==> config.mk <==
export PLATFORM = sky130hd
export DESIGN_NAME = hilo_multdiv_flat
export DESIGN_NICKNAME = d
export VERILOG_FILES = /design/src/rtl/hilo_multdiv_if.sv /design/src/rtl/hilo_multdiv.sv /design/src/flat_wrapper.sv
export SDC_FILE = /design/constraint.sdc
export NUM_CORES = 1
export LEC_CHECK = 0
export CAP_MARGIN = 20
export CORE_UTILIZATION = 52
export CTS_CLUSTER_SIZE = 30
export DETAILED_ROUTE_END_ITERATION = 6
export GPL_TIMING_DRIVEN = 0
export PLACE_DENSITY = 0.78
export SLEW_MARGIN = 40
export SYNTH_ARGS = -nofsm -noshare
export SYNTH_HDL_FRONTEND = slang
export SYNTH_SLANG_ARGS = --single-unit
==> constraint.sdc <==
create_clock -name clk -period 4.25 [get_ports clk]
set_input_delay 1.0625 -clock clk [delete_from_list [all_inputs] [get_ports clk]]
set_output_delay 1.0625 -clock clk [all_outputs]
set_load 0.05 [all_outputs]
==> src/rtl/hilo_multdiv_if.sv <==
`default_nettype none
// ============================================================================
// Module   : hilo_multdiv_if
// Brief    : Request/result bundle between the control path and the HI/LO
//            multiply/divide unit.
// Revision : 1.0 - initial release
// ============================================================================
interface hilo_multdiv_if #(
    parameter int WIDTH = 32
);
    logic             start;
    logic [2:0]       op;
    logic [WIDTH-1:0] a;
    logic [WIDTH-1:0] b;
    logic             busy;
    logic             done;
    logic [WIDTH-1:0] hi;
    logic [WIDTH-1:0] lo;

    modport master (output start, op, a, b, input  busy, done, hi, lo);
    modport slave  (input  start, op, a, b, output busy, done, hi, lo);
endinterface
`default_nettype wire

==> src/rtl/hilo_multdiv.sv <==
`default_nettype none
// ============================================================================
// Module   : hilo_multdiv
// Brief    : Iterative (1 bit/cycle) multiply/divide unit owning HI/LO.
//            Define HILO_DIV_EN to build the restoring divider; without it
//            DIV/DIVU complete the next cycle with HI/LO untouched.
// Revision : 1.0 - initial release
// ============================================================================
module hilo_multdiv #(
    parameter int WIDTH = 32
) (
    input  wire logic     clk,
    input  wire logic     reset,
    hilo_multdiv_if.slave bus
);
    localparam int         c_CW       = $clog2(WIDTH);
    localparam logic [2:0] c_OP_MULT  = 3'd1;
    localparam logic [2:0] c_OP_MULTU = 3'd2;
    localparam logic [2:0] c_OP_DIV   = 3'd3;
    localparam logic [2:0] c_OP_DIVU  = 3'd4;
    localparam logic [2:0] c_OP_MTHI  = 3'd5;
    localparam logic [2:0] c_OP_MTLO  = 3'd6;
    localparam logic [1:0] c_ST_IDLE  = 2'd0;
    localparam logic [1:0] c_ST_MUL   = 2'd1;
`ifdef HILO_DIV_EN
    localparam logic [1:0] c_ST_DIV   = 2'd2;
`endif

    logic [1:0]         r_state;
    logic               r_busy;
    logic               r_done;
    logic [WIDTH-1:0]   r_hi;
    logic [WIDTH-1:0]   r_lo;
    logic [WIDTH-1:0]   r_opb;     // multiplicand or divisor magnitude
    logic [2*WIDTH-1:0] r_acc;     // {partial product, multiplier} or {remainder, dividend/quotient}
    logic [c_CW-1:0]    r_cnt;
    logic               r_qneg;    // negate product / quotient at writeback

    logic               w_signed;
    logic               w_a_neg;
    logic               w_b_neg;
    logic [WIDTH-1:0]   w_abs_a;
    logic [WIDTH-1:0]   w_abs_b;
    logic [WIDTH:0]     w_sum;
    logic [2*WIDTH-1:0] w_mul_next;
    logic [2*WIDTH-1:0] w_prod;
    logic               w_last;
`ifdef HILO_DIV_EN
    logic               r_rneg;
    logic               w_div0;
    logic [WIDTH:0]     w_diff;
    logic [2*WIDTH-1:0] w_div_next;
    logic [WIDTH-1:0]   w_quo;
    logic [WIDTH-1:0]   w_rem;
`endif

    always_comb begin
        w_signed   = (bus.op == c_OP_MULT) || (bus.op == c_OP_DIV);
        w_a_neg    = w_signed & bus.a[WIDTH-1];
        w_b_neg    = w_signed & bus.b[WIDTH-1];
        w_abs_a    = w_a_neg ? -bus.a : bus.a;
        w_abs_b    = w_b_neg ? -bus.b : bus.b;
        w_last     = (r_cnt == c_CW'(WIDTH - 1));
        w_sum      = {1'b0, r_acc[2*WIDTH-1:WIDTH]}
                   + (r_acc[0] ? {1'b0, r_opb} : {(WIDTH+1){1'b0}});
        w_mul_next = {w_sum, r_acc[WIDTH-1:1]};
        w_prod     = r_qneg ? -w_mul_next : w_mul_next;
`ifdef HILO_DIV_EN
        w_div0     = (bus.b == '0);
        w_diff     = r_acc[2*WIDTH-1:WIDTH-1] - {1'b0, r_opb};
        w_div_next = w_diff[WIDTH] ? {r_acc[2*WIDTH-2:0], 1'b0}
                                   : {w_diff[WIDTH-1:0], r_acc[WIDTH-2:0], 1'b1};
        w_quo      = r_qneg ? -w_div_next[WIDTH-1:0] : w_div_next[WIDTH-1:0];
        w_rem      = r_rneg ? -w_div_next[2*WIDTH-1:WIDTH] : w_div_next[2*WIDTH-1:WIDTH];
`endif
    end

    always_ff @(posedge clk) begin
        if (reset) begin
            r_state <= c_ST_IDLE;
            r_busy  <= 1'b0;
            r_done  <= 1'b0;
            r_hi    <= '0;
            r_lo    <= '0;
            r_opb   <= '0;
            r_acc   <= '0;
            r_cnt   <= '0;
            r_qneg  <= 1'b0;
`ifdef HILO_DIV_EN
            r_rneg  <= 1'b0;
`endif
        end else begin
            r_done <= 1'b0;
            case (r_state)
                c_ST_IDLE: begin
                    if (bus.start) begin
                        case (bus.op)
                            c_OP_MULT, c_OP_MULTU: begin
                                r_state <= c_ST_MUL;
                                r_busy  <= 1'b1;
                                r_cnt   <= '0;
                                r_opb   <= w_abs_a;
                                r_acc   <= {{WIDTH{1'b0}}, w_abs_b};
                                r_qneg  <= w_a_neg ^ w_b_neg;
                            end
                            c_OP_DIV, c_OP_DIVU: begin
`ifdef HILO_DIV_EN
                                r_state <= c_ST_DIV;
                                r_busy  <= 1'b1;
                                r_cnt   <= '0;
                                r_opb   <= w_abs_b;
                                // Dividing the raw dividend by zero leaves an all-ones
                                // quotient and the dividend as remainder, so no special case.
                                r_acc   <= {{WIDTH{1'b0}}, w_div0 ? bus.a : w_abs_a};
                                r_qneg  <= ~w_div0 & (w_a_neg ^ w_b_neg);
                                r_rneg  <= ~w_div0 & w_a_neg;
`else
                                r_done  <= 1'b1;
`endif
                            end
                            c_OP_MTHI: r_hi <= bus.a;
                            c_OP_MTLO: r_lo <= bus.a;
                            default: ;
                        endcase
                    end
                end
                c_ST_MUL: begin
                    r_acc <= w_mul_next;
                    r_cnt <= r_cnt + c_CW'(1);
                    if (w_last) begin
                        r_hi    <= w_prod[2*WIDTH-1:WIDTH];
                        r_lo    <= w_prod[WIDTH-1:0];
                        r_busy  <= 1'b0;
                        r_done  <= 1'b1;
                        r_state <= c_ST_IDLE;
                    end
                end
`ifdef HILO_DIV_EN
                c_ST_DIV: begin
                    r_acc <= w_div_next;
                    r_cnt <= r_cnt + c_CW'(1);
                    if (w_last) begin
                        r_hi    <= w_rem;
                        r_lo    <= w_quo;
                        r_busy  <= 1'b0;
                        r_done  <= 1'b1;
                        r_state <= c_ST_IDLE;
                    end
                end
`endif
                default: begin
                    r_state <= c_ST_IDLE;
                    r_busy  <= 1'b0;
                end
            endcase
        end
    end

    assign bus.busy = r_busy;
    assign bus.done = r_done;
    assign bus.hi   = r_hi;
    assign bus.lo   = r_lo;
endmodule
`default_nettype wire
==> src/flat_wrapper.sv <==
// flat-port wrapper written by rule: the top's interface ports become plain ports
module hilo_multdiv_flat 
#(
    parameter int WIDTH = 32
)
  (clk, reset, bus_start, bus_op, bus_a, bus_b, bus_busy, bus_done, bus_hi, bus_lo);
  hilo_multdiv_if #(.WIDTH(WIDTH)) bus_i ();
  input  wire logic clk;
  input  wire logic reset;
  input wire logic [$bits(bus_i.start)-1:0] bus_start;
  input wire logic [$bits(bus_i.op)-1:0] bus_op;
  input wire logic [$bits(bus_i.a)-1:0] bus_a;
  input wire logic [$bits(bus_i.b)-1:0] bus_b;
  output wire logic [$bits(bus_i.busy)-1:0] bus_busy;
  output wire logic [$bits(bus_i.done)-1:0] bus_done;
  output wire logic [$bits(bus_i.hi)-1:0] bus_hi;
  output wire logic [$bits(bus_i.lo)-1:0] bus_lo;
  assign bus_i.start = bus_start;
  assign bus_i.op = bus_op;
  assign bus_i.a = bus_a;
  assign bus_i.b = bus_b;
  assign bus_busy = bus_i.busy;
  assign bus_done = bus_i.done;
  assign bus_hi = bus_i.hi;
  assign bus_lo = bus_i.lo;
  hilo_multdiv #(.WIDTH(WIDTH)) u_core (.clk(clk), .reset(reset), .bus(bus_i));
endmodule
==> out/metrics.cfg, run 1 <==
[floorplanning]
start_util_pct=53.5
die_w_um=153
io_pins=136
core_mm2=0.0220
chipHeight_um=153
die_area_mm2=0.0233
rows=54

[finish]
areaGrowthSynthToFinish_pct=25.5
nNetsFinal=1868
layoutNonFillerInstCount=2052
diodes=0
finish.utilization_pct=67.2
drive_above_1_share_pct=8.35

[setup_path]
setup.worst_path.start=u_core.r_acc[0]
r2r_slack_ps=-310
reg2reg_to=u_core.bus.hi[31]
end_kind=flop
critical_path.top_delay_family=simple AND/OR/NAND/NOR gates
critPathKind=reg -> reg
reg2regPathDepth=16
r2r-start=u_core.r_acc[0]
crit_arrival_ps=4910
cp_slowest_cell=or4b_4
crit_required_ps=4600
slowest_delay_ps=510
cp_cell_sequence=clkbuf_16 > and2_4 > ha_4 > fa_2 > a21o_1 > a221o_1 > buf_6 > xnor2_4 > o211ai_1 > or3_4 > or4_4 > or4b_4 > buf_12 > o41ai_4 > xor2_1 > a221oi_1
cp_num_cells=16
crit_path_end=u_core.bus.hi[31]
startpoint_type=flop
critPathBufInv=3
crit_fanout=8

[timing]
rsz0062_at_grt=yes
clock_skew_ps=7.72
fin_crit_sh_pct=107
drv_slew=0
hold_slack_ps=462
tightest_slew_ps=920
fmax_mhz=219
setup_violations=10
period_minus_slack_ps=4560
slew-limit-headroom_pct=38.7
finalHoldViolations=0
worst_slack_ps=-312

[job]
max-cap-violations=0

[global_routing]
track_usage_pct=37.4
grt_max_degree=17
grt_pass1_vias=12551
grt_first_pass_wirelength_um=68100
gr-total-overflow=0
antenna_found_initial=0

[pwr]
leakage_nw=5.40
vdd_drop_max_mv=0.315
power.density_mw_per_mm2=275

[drt]
drcViolationCount=2
drtIter0Drc=1205
wl_per_cell_um=21.4
route.vias.total=13097
via_per_inst=6.38
postRouteAntennaNets=0
drt_pass1_iterations=7
wl_um=44000

[synth]
yosys.area.top_type_share_pct=28.5
synth_top_flop_cell=dfxtp_1
yosys.area.top_type=dfxtp_1
synth-edff-count=0
yosysWarnings=0
yosys_register_bits=168
synth_nets=1690
synth_commonest_cells=nor2_1, a21oi_1, dfxtp_1
syn_area_mm2=0.0118
synthTopCellsByArea=dfxtp_1, nor2_1, a21oi_1, a211oi_1, xor2_1
syn_area_per_cell_um2=7.45
synthArstFlopShare_pct=0
syn_inst=1582
synth.most_common_cell=nor2_1
synth.yosys.seq_area_share_pct=28.5
post_synth_num_cell_types=74

[clock_network]
clk_transition_reported_paths_ps=70
clockRootBuffer=clkbuf_16
clock_latency_ps=440
clockBufferDepth=2
cts_max_level=4
cts_tree=yes
clkSinkCount=168
cts_buffers=17

[placement]
placed_cells=1996
dp_slack_ps=-1020
place.gp.congestion=1.01
port_buffers=134
hpwl_um=33400

[status]
violations=DRC, setup timing
outcome=complete, but fails checks

[worst_hold_path]
hp-class=reg -> reg

[cells in the final DEF, fill, tap and decap left out, types with 14 or more instances in the layout]
cell type / n
nand3_1: 23
ha_1: 35
o21ai_0: 69
a21oi_1: 176
or3_1: 21
xor2_1: 75
nor3_1: 18
and2_1: 41
clkdlybuf4s50_1: 134
inv_1: 24
nor2_1: 260
clkbuf_1: 94
and3_1: 37
clkbuf_16: 18
o31ai_1: 23
xnor2_1: 47
buf_4: 32
a21o_1: 14
dfxtp_1: 167
a211oi_1: 92
nand2_1: 104
[worst min-delay path by stage]
stage               cells past startpoint           endpoint  slack [ps]         startpoint
floorplan                               2   u_core.r_opb[21]         430   u_core.r_opb[21]
global placement                        2   u_core.r_opb[21]         440   u_core.r_opb[21]
detailed placement                      2   u_core.r_opb[21]         450   u_core.r_opb[21]
CTS                                     2   u_core.r_opb[21]         460   u_core.r_opb[21]
global route                            2  u_core.bus.hi[10]         490  u_core.bus.hi[10]
finish                                  2    u_core.r_opb[0]         460    u_core.r_opb[0]
[report_power, final]
part	switching (W)	internal (W)	total (W)
Clock	0.000677	0.000875	0.00155
Combinational	0.000512	0.000313	0.000825
Sequential	0.0000582	0.00163	0.00169
Total	0.00125	0.00282	0.00407
[through the flow]
step           TNS [ps]  instance area (um^2)  total power (W)
2_1_floorplan         0                 11800          0.00216
3_3_place_gp     -11680                 13500          0.00245
3_5_place_dp     -12100                 13500          0.00246
4_1_cts           -1500                 14500          0.00402
5_1_grt           -3430                 14800          0.00418
6_report          -2020                 14800          0.00407
[routing by layer]
layer / up-vias / global-route usage, % / wire length (um)
met1: 6176 / 44.9 / 17100
met3: 169 / 7.17 / 3790
met5: - / 0 / 0
met2: 666 / 62.8 / 20800
li1: 6086 / - / -
met4: 0 / 21.1 / 2320
[state kept, by name, summed over array words and instances (netlist names)]
register	count
u_core.bus.lo	32
u_core.r_opb	32
u_core.r_qneg	1
u_core.bus.hi	32
u_core.bus.done	1
u_core.r_acc	64
u_core.r_state	1
u_core.r_cnt	5
[cell families after synthesis]
| logic type | after synthesis | synth area share, % |
|---|---|---|
| and+or+nand+nor | 588 | 24.4 |
| buffers and inverters | 139 | 4.47 |
| adders and majority gates | 38 | 4.10 |
| DFF | 168 | 28.5 |
| muxes | 9 | 0.786 |
| xor gates and xnor gates | 130 | 9.66 |
| AOI/OAI and AO/OA | 510 | 28.1 |
[final cells by class]
type	count	area [um^2]
fillers	1916	7230
plain buffers	105	447
repair buffers	169	1620
flip-flops and latches	168	3370
clock buffers	19	443
inverters	24	90.1
well taps	280	350
multi-input cells	1275	8350
clock inverters	12	129
[worst register-to-register path, delay by kind of cell (launching register included)]
family          cells  cell delay (ps)
xor+xnor            2              320
simple gates        4             1490
fa+ha+maj           2              570
compound gates      5             1240
flops               1              370
buf+inv             3              480
[what timing repair did]
action / in CTS / in global routing
cloned: 1 / 0
setup endpoints to repair: 20 / 19
setup buffers: 26 / 11
hold endpoints to repair: 0 / 0
pin swaps: 24 / 23
hold buffers: 0 / 0
resized for setup: 55 / 44
Note: power is estimated with default switching activity, not from simulation.
==> inputs of run 2 (changes only) <==
--- a/config.mk
+++ b/config.mk
@@ -6,10 +6,10 @@
 export NUM_CORES = 1
 export LEC_CHECK = 0
 export CAP_MARGIN = 20
+export CORE_ASPECT_RATIO = 1.5
 export CORE_UTILIZATION = 52
 export CTS_CLUSTER_SIZE = 30
 export DETAILED_ROUTE_END_ITERATION = 6
-export GPL_TIMING_DRIVEN = 0
 export PLACE_DENSITY = 0.78
 export SLEW_MARGIN = 40
 export SYNTH_ARGS = -nofsm -noshare
==> run 2 against run 1 <==
Net effect: the flow finishes with violations (DRC); cell count is 3.0% lower; first-iteration DRC count shrank 10%; maximum frequency increased by 8.5%; highest routed layer unchanged; utilization shrank 2.3 points; cell area is 2.3% lower; global-route usage down 5.5 points.
==> out/metrics.cfg, run 2 (synthesized netlist as in run 1, its figures left out) <==
[finish]
drive_above_1_share_pct=9.68
final_cell_mix=nor2_1, a21oi_1, dfxtp_1, clkdlybuf4s50_1, nand2_1
final_common_cell=nor2_1
nFillCells=1982
nNetsFinal=1810
largest_register=u_core.r_acc
largest_register_ffs=64
diodes=0
areaGrowthSynthToFinish_pct=22.7

[timing]
fin_crit_sh_pct=98.9
tns_ps=0
drv_slew=0
slew-limit-headroom_pct=46.4
finalHoldViolations=0
fmax_mhz=238
setup_violations=0
period_minus_slack_ps=4200
rsz0062_at_grt=yes
hold_slack_ps=458
clock_skew_ps=11.3
tightest_slew_ps=804

[pwr]
p_comb_share_pct=18.3
p_int_w=0.00281
power_switching_share_pct=30.2
power.density_mw_per_mm2=278
p_seq_share_pct=42.1
leakage_nw=5.44
switchingPower_w=0.00121
vdd_drop_max_mv=0.237
pwr-share-clk_pct=39.5

[global_routing]
grt_pass1_vias=11742
antenna_found_initial=0
grt_first_pass_wirelength_um=60000
track_usage_pct=31.8
gr-total-overflow=0
grt_max_degree=98

[job]
max-cap-violations=0

[drt]
wl_per_cell_um=18.9
wl_um=37600
drtIter0Drc=1085
via_per_inst=6.26
drt_pass1_iterations=7
drcViolationCount=2
postRouteAntennaNets=0
route.vias.total=12461

[setup_path]
r2r-start=u_core.r_acc[0]
cp_cell_sequence=and2_4 > ha_4 > fa_2 > a21o_1 > a221o_1 > xnor2_2 > o211ai_1 > or3_4 > or4_4 > or4b_4 > buf_8 > o41ai_4 > xor2_1 > a221oi_1
critPathKind=reg -> reg
crit_arrival_ps=4540
crit_required_ps=4590
startpoint_type=flop
cp_slowest_cell=or4b_4
critPathBufInv=1
setup.worst_path.start=u_core.r_acc[0]
end_kind=flop
critical_path.top_delay_family=simple AND/OR/NAND/NOR gates
crit_fanout=7
slowest_delay_ps=510

[status]
outcome=complete, but fails checks
violations=DRC

[clock_network]
clk_transition_reported_paths_ps=70
clock_latency_ps=440
cts_tree=yes
ctsHoldBuffers=0
cts_max_level=4
cts_buffers=17
clockBufferDepth=2
clockRootBuffer=clkbuf_16
clkSinkCount=168

[placement]
place.gp.congestion=0.947
hpwl_um=28000
port_buffers=135

[floorplanning]
chipHeight_um=186
start_util_pct=52.9
io_pins=136
die_area_mm2=0.0233
die_w_um=125
rows=67
core_mm2=0.0223

[worst_hold_path]
hp-start=u_core.r_opb[21]
hp-class=reg -> reg

[run 2: cell count changes in the layout (fill, tap and decap cells not counted), sizes merged]
cell | before | now
clkbuf | 118 | 18
buf | 41 | 82
inv | 24 | 31
clkinvlp | 3 | 0
clkinv | 7 | 5
[run 2: per-stage QoR]
step	setup WS, ps	power (W)	util [%]	instance area, um^2	std cells
floorplan	15.0	0.00216	-	11800	1582
global placement	94.4	0.00244	61.4	13700	1955
detailed placement	-36.0	0.00245	61.5	13700	1955
CTS	3.47	0.00402	64.2	14300	1987
global route	-89.3	0.00416	64.8	14500	1991
finish	45.8	0.00402	64.8	14500	1991
[run 2: cell type report]
cell class / instances / area, um^2 / area share [%]
Clock inverter: 14 / 160 / 1.11
Clock buffer: 18 / 429 / 2.97
Multi-Input combinational cell: 1275 / 8060 / 55.8
Tap cell: 276 / 345 / 2.39
Sequential cell: 168 / 3370 / 23.3
Inverter: 24 / 90.1 / 0.623
Timing Repair Buffer: 216 / 1990 / 13.8
[run 2: per-layer routing]
| metal | vias up | wire length (um) | GRT usage [%] | part of all wire (%) |
|---|---|---|---|---|
| met5 | - | 0 | 0 | 0 |
| li1 | 6010 | - | - | - |
| met1 | 5888 | 15200 | 37.7 | 40 |
| met2 | 468 | 19000 | 56.9 | 50 |
| met3 | 95 | 1890 | 3.47 | 5.0 |
| met4 | 0 | 1570 | 15.6 | 4.2 |
[run 2: path summary, 6_finish.rpt]
path         cells past startpoint  slack, ps           endpoint
max                             14         50  u_core.bus.hi[31]
min                              2        460   u_core.r_opb[21]
max reg2reg                     14         50  u_core.bus.hi[31]
min reg2reg                      2        460   u_core.r_opb[21]
[run 2: what timing repair did]
item                       4_1_cts  5_1_grt
hold endpoints to repair         0        0
setup endpoints to repair        3       12
setup buffers                    0        4
pin swaps                        0       12
resized for setup                3       25
[run 2: power groups by stage]
stage	clock network, W	logic, W	registers (W)
floorplan	0	0.000404	0.00176
global placement	0	0.000709	0.00173
detailed placement	0	0.000718	0.00173
CTS	0.00160	0.000722	0.00169
global route	0.00167	0.000797	0.00170
finish	0.00159	0.000736	0.00169
[run 2: worst register-to-register path: cells and delay by family, from the launching register on]
| family | cells | cell delay [ps] |
|---|---|---|
| compound gates | 5 | 1310 |
| xor+xnor | 2 | 300 |
| flops | 1 | 360 |
| buf+inv | 1 | 160 |
| fa+ha+maj | 2 | 510 |
| simple gates | 4 | 1490 |
